--- src/rtl/demux_pkg.sv ---
// Shared constants and state encoding for the 1x2 stream demux.
package demux_pkg;

    localparam int WIDTH_DEF = 4;
    localparam int CNT_W     = 4;

    typedef enum logic {
        EXPECT_L0 = 1'b0,
        EXPECT_L1 = 1'b1
    } phase_e;

endpackage

--- src/rtl/demux_1x2_4b.sv ---
// Rebuilds lane-0/lane-1 pairs from a valid-qualified serial stream.
module demux_1x2_4b
    import demux_pkg::*;
#(
    parameter int WIDTH = WIDTH_DEF
) (
    input  logic             clk,
    input  logic             reset_L,
    input  logic             valid_input,
    input  logic [WIDTH-1:0] data_in,
    output logic [WIDTH-1:0] data_out0,
    output logic [WIDTH-1:0] data_out1,
    output logic             valid_output,
    output logic [CNT_W-1:0] pair_count,
    output logic             phase
);

    phase_e             r_state;
    logic [WIDTH-1:0]   r_hold;
    logic [WIDTH-1:0]   r_out0;
    logic [WIDTH-1:0]   r_out1;
    logic               r_valid;
    logic [CNT_W-1:0]   r_count;

    always_ff @(posedge clk or negedge reset_L) begin
        if (!reset_L) begin
            r_state <= EXPECT_L0;
            r_hold  <= '0;
            r_out0  <= '0;
            r_out1  <= '0;
            r_valid <= 1'b0;
            r_count <= '0;
        end else begin
            r_valid <= 1'b0;
            // Idle cycles freeze everything; data_in is ignored.
            if (valid_input) begin
                unique case (r_state)
                    EXPECT_L0: begin
                        r_hold  <= data_in;
                        r_state <= EXPECT_L1;
                    end
                    EXPECT_L1: begin
                        r_out0  <= r_hold;
                        r_out1  <= data_in;
                        r_valid <= 1'b1;
                        r_count <= r_count + 1'b1;
                        r_state <= EXPECT_L0;
                    end
                    default: r_state <= EXPECT_L0;
                endcase
            end
        end
    end

    assign data_out0    = r_out0;
    assign data_out1    = r_out1;
    assign valid_output = r_valid;
    assign pair_count   = r_count;
    assign phase        = r_state;

endmodule

--- config.mk ---
export PLATFORM = sky130hd
export DESIGN_NAME = demux_1x2_4b
export DESIGN_NICKNAME = d
export VERILOG_FILES = /design/src/rtl/demux_pkg.sv /design/src/rtl/demux_1x2_4b.sv
export SDC_FILE = /design/constraint.sdc
export NUM_CORES = 1
export LEC_CHECK = 0
export BUFFER_PORTS_ARGS = -buffer_cell sky130_fd_sc_hd__buf_2
export CORE_MARGIN = 1.5
export CORE_UTILIZATION = 27
export CTS_CLUSTER_SIZE = 24
export DETAILED_ROUTE_END_ITERATION = 7
export HOLD_SLACK_MARGIN = 0.15
export PLACE_DENSITY = 0.44
export RECOVER_POWER = 50
export SYNTH_ARGS = -nofsm -noshare
export SYNTH_HDL_FRONTEND = slang
export SYNTH_SLANG_ARGS = --single-unit
--- constraint.sdc ---
create_clock -name clk -period 1.65 [get_ports clk]
set_input_delay 0.2475 -clock clk [delete_from_list [all_inputs] [get_ports clk]]
set_output_delay 0.2475 -clock clk [all_outputs]
set_load 0.01 [all_outputs]
### Word level (Yosys, flattened, before mapping)

Index checks and enable logic that the tools add are counted.
W data, S select, Z words.

| word-level totals | value |
|---|---|
| bits in registers | 18 |
| latch bits | 0 |
| RAM bits | 0 |
| bits in read-only memories | 0 |
| bits of input ports | 7 |
| output and inout port bits | 14 |
| word-level logic and storage cells | 13 |
| memories kept | 0 |

| operators by class | value |
|---|---|
| add/subtract/negate cells | 1 |
| $mul | 0 |
| div/mod/pow operators | 0 |
| $lt $le $gt $ge | 0 |
| equal/unequal tests | 0 |
| shift-type cells | 0 |
| muxes and demuxes | 3 |
| bitwise gates (word level) | 1 |
| reduce and logical (&&, ||, !) cells | 2 |

Operators with widths:

| cell | count |
|---|---|
| $add A4 B1 Y4 const B | 1 |
| $reduce_and A2 Y1 | 2 |
| $mux W1 | 2 |
| $pmux W1 S2 | 1 |
| $not A1 Y1 | 1 |

### Logic depth before layout (Yosys ltp)

| logic depth | value |
|---|---|
| word-level depth | 2 |
| depth in mapped cells | 4 |
| mapped depth without buffers | 4 |

### Worst setup path before layout

No wires, ideal clock.

| timing path | value |
|---|---|
| kind | reg2reg |
| start point | register r_state, in the netlist phase |
| end point | register r_hold[0] |
| setup time | 0.125 ns |
| arrival time | 1.015 ns |
| required time | 1.525 ns |
| path slack | 0.510 ns |
| cell stages (with the launch flop) | 3 |
| path buffers | 0 |
| clock period less this slack | 1.140 ns |
| cells stage by stage | dfrtp_1 > and2b_2 > mux2_2 |

| on the way | value |
|---|---|
| longest elaborated chain between the ends | 2 |

Ends and longest elaborated chain:

| element | line | text |
|---|---|---|
| start: declaration | demux_1x2_4b.sv:18 | `phase_e r_state;` |
| start signal: assignment | demux_1x2_4b.sv:27 | `r_state <= EXPECT_L0;` |
| start signal: assignment | demux_1x2_4b.sv:40 | `r_state <= EXPECT_L1;` |
| start signal: assignment | demux_1x2_4b.sv:47 | `r_state <= EXPECT_L0;` |
| $not A1 Y1 (no line) | - |  |
| $reduce_and A2 Y1 (no line) | - |  |
| end signal: assignment | demux_1x2_4b.sv:39 | `r_hold <= data_in;` |
| end: declaration | demux_1x2_4b.sv:19 | `logic [WIDTH-1:0] r_hold;` |

Every way passes these cells.
A chain may end at the register's enable or synchronous reset.

### Final worst setup path

| timing path | value |
|---|---|
| start point | input port valid_input |
| end point | register r_count[1], in the netlist pair_count[1] |

| on the way | value |
|---|---|
| longest elaborated chain between the ends | 1 |

Ends and longest elaborated chain:

| element | line | text |
|---|---|---|
| start: declaration | demux_1x2_4b.sv:9 | `input logic valid_input,` |
| $reduce_and A2 Y1 (no line) | - |  |
| end signal: assignment | demux_1x2_4b.sv:46 | `r_count <= r_count + 1'b1;` |
| end: declaration | demux_1x2_4b.sv:23 | `logic [CNT_W-1:0] r_count;` |

Every way passes these cells.

==> flow_metrics.env <==
export IMPL_synth_top_family_by_area="multiplexers"
export IMPL_path_clk_slew_ns=0.11
export IMPL_skew_ns=0.00767
export IMPL_numPortBuffers=20
export IMPL_ys_seq_elements=18
export IMPL_overflow=0
export IMPL_num_rows=17
export IMPL_synth_common_cells="dfrtp_1, mux2_2, xnor2_1"
export IMPL_syn_area_per_cell_um2=16.4
export IMPL_fin_hold_ws_ns=0.198
export IMPL_die_w_um=52.9
export IMPL_startpoint_type="input pin"
export IMPL_dieArea_mm2=0.00280
export IMPL_antenna_left=0
export IMPL_min_period_ns=1.43
export IMPL_fin_ws_ns=0.216
export IMPL_reg2reg_slack_ns=0.45
export IMPL_drtPass1Iterations=1
export IMPL_synth_compound_gate_area_share=0
export IMPL_power_leakage_nw=0.388
export IMPL_finalSetupTns_ns=0
export IMPL_ctsLongestPathBuffers=2
export IMPL_cts_root_buf="clkbuf_4"
export IMPL_drive_above_1_share=0.493
export IMPL_drc=0
export IMPL_routed_wl_um=1180
export IMPL_seq_area_frac_synth=0.669
export IMPL_yosys_top_cells_area="dfrtp_1, mux2_2, xnor2_1"
export IMPL_clkSinkCount=18
export IMPL_synthAdderAreaFrac=0.0186
export IMPL_rsz0062_at_grt="false"
export IMPL_htreeDepth=1
export IMPL_wl_per_cell_um=12.4
export IMPL_ys_flop_type="dfrtp_1"
export IMPL_drtIter0Drc=0
export IMPL_synth_edf_count=0
export IMPL_grt_pass1_vias=413
export IMPL_areaGrowthSynthToFinish_pct=27.1
export IMPL_power_density_mw_per_mm2=1930
export IMPL_diodes=0
export IMPL_outcome="complete, no violations"
export IMPL_cts_inserted_buffers=3
export IMPL_regArea_um2=450
export IMPL_whs_endpoint="r_hold[0]"
export IMPL_r2r_end="pair_count[1]"
export IMPL_multi_input_area_um2=219
export IMPL_syn_inst=41
export IMPL_track_usage=0.0928
export IMPL_fillers=248
export IMPL_max_freq_ghz=0.698
export IMPL_antenna_found_initial=0
export IMPL_fin_total_pwr_mw=1.65
export IMPL_reg2reg_depth=3
export IMPL_synth_xor_area_frac=0.0520
export IMPL_num_vias=421
export IMPL_whs_path_depth=2
export IMPL_dieHeight_um=52.9
export IMPL_timing_final_crit_share=0.869
export IMPL_r2r_start="phase"
export IMPL_worstPathMaxFanout=9
export IMPL_netlist_area_um2=673
export IMPL_ir_drop_mv=0.802
export IMPL_clk_insertion_delay_late_ns=0.29
export IMPL_worst_pin_slew_ns=0.998
export IMPL_pre_cts_ws_ns=0.445
export IMPL_setup_viol=0
export IMPL_netlist_area_leader_share=0.669
export IMPL_layout_nets=76
export IMPL_worstPathArrival_ns=1.61
export IMPL_start_util=0.296
export IMPL_slew_headroom=0.335
export IMPL_synth_fp_nets=49
export IMPL_hold_path_class="in2reg"
export IMPL_synth_top_cell_by_area="dfrtp_1"
export IMPL_synthSimpleGateAreaFrac=0.0372
export IMPL_io_pins=21
export IMPL_cp_end_kind="flop"
export IMPL_cts_tree="built"
export IMPL_synthMuxAreaShare=0.217
export IMPL_via_per_inst=4.43
export IMPL_grt_max_degree=19
export IMPL_core_area_mm2=0.00228
export IMPL_ys_types=10
export IMPL_hp_start="data_in[0]"
export IMPL_grt_pass1_wl_um=1790
export IMPL_hold_viol=0
export IMPL_critPathRequiredTime_ns=1.83
export IMPL_maxSlewViolCount=0
export IMPL_synth_most_common_cell="dfrtp_1"
export IMPL_drv_cap=0
export IMPL_critical_path_class="in2reg"
export IMPL_dpl_hpwl_um=886
export IMPL_ys_async_sr_fraction=1.00
export IMPL_gp_congestion=0.622
export IMPL_yosysWarnings=0
==> layer usage <==
metal | share of wire | vias up | track usage
met4 | 0 | 0 | 0.0513
met2 | 0.50 | 13 | 0.154
met3 | 0.054 | 0 | 0.0254
met1 | 0.45 | 214 | 0.107
met5 | 0 | - | 0
li1 | - | 194 | -
==> report_power, final <==
group	switching, mW	total (mW)	internal, mW
registers	0.130	0.793	0.663
clock network	0.136	0.270	0.134
logic	0.270	0.591	0.321
==> sequential cells by signal, indices dropped and copies added, names as in the netlist <==
signal	flops
data_out0	4
data_out1	4
pair_count	4
r_hold	4
phase	1
valid_output	1
==> kinds of logic after synthesis <==
kind of cell,count (synthesis)
AND/OR/NAND/NOR,4
buffers and inverters,1
XOR/XNOR,4
flip-flops,18
adder cells (fa/ha/maj),1
multiplexers,13
==> worst max-delay path, stage by stage <==
cell,delay (ns)
dlygate4sd3_1,0.52
clkbuf_1,0.16
nand2_2,0.19
inv_2,0.15
mux2_2,0.34
==> layout by cell type (no fill, tap or decap) <==
| cell | count |
|---|---|
| and2b_2 | 1 |
| buf_2 | 13 |
| clkbuf_1 | 7 |
| clkbuf_4 | 3 |
| clkbuf_8 | 1 |
| dfrtp_1 | 18 |
| dlygate4sd3_1 | 2 |
| ha_1 | 1 |
| inv_2 | 1 |
| mux2_2 | 13 |
| nand2_1 | 1 |
| nand2_2 | 1 |
| nand4_1 | 1 |
| xnor2_1 | 3 |
| xor2_1 | 1 |
==> per-stage QoR <==
step / cell area [um2] / cells / util
after floorplan: 673 / 41 / -
after global placement: 808 / 89 / 0.355
after detailed placement: 808 / 89 / 0.355
after CTS: 865 / 95 / 0.380
after global routing: 856 / 95 / 0.376
final: 856 / 95 / 0.376
==> area by class of cell <==
type | count | share of cell area
Timing Repair Buffer | 22 | 0.130
Clock buffer | 4 | 0.0424
Tap cell | 28 | 0.0409
Inverter | 1 | 0.00439
Sequential cell | 18 | 0.526
Multi-Input combinational cell | 22 | 0.256
==> how the worst max path moves through the flow <==
stage / start / end / slack [ns]
2_1_floorplan: phase / r_hold[0] / 0.51
3_3_place_gp: phase / data_out0[2] / 0.47
3_5_place_dp: phase / pair_count[1] / 0.44
4_1_cts: valid_input / pair_count[1] / 0.28
5_1_grt: valid_input / pair_count[1] / 0.12
6_report: valid_input / pair_count[1] / 0.22
==> what timing repair did <==
item / in CTS / in global routing
hold buffers: 2 / 0
hold endpoints to repair: 19 / 0
resized for setup: 0 / 0
setup buffers: 0 / 0
Power figures use the tool's default switching activity.
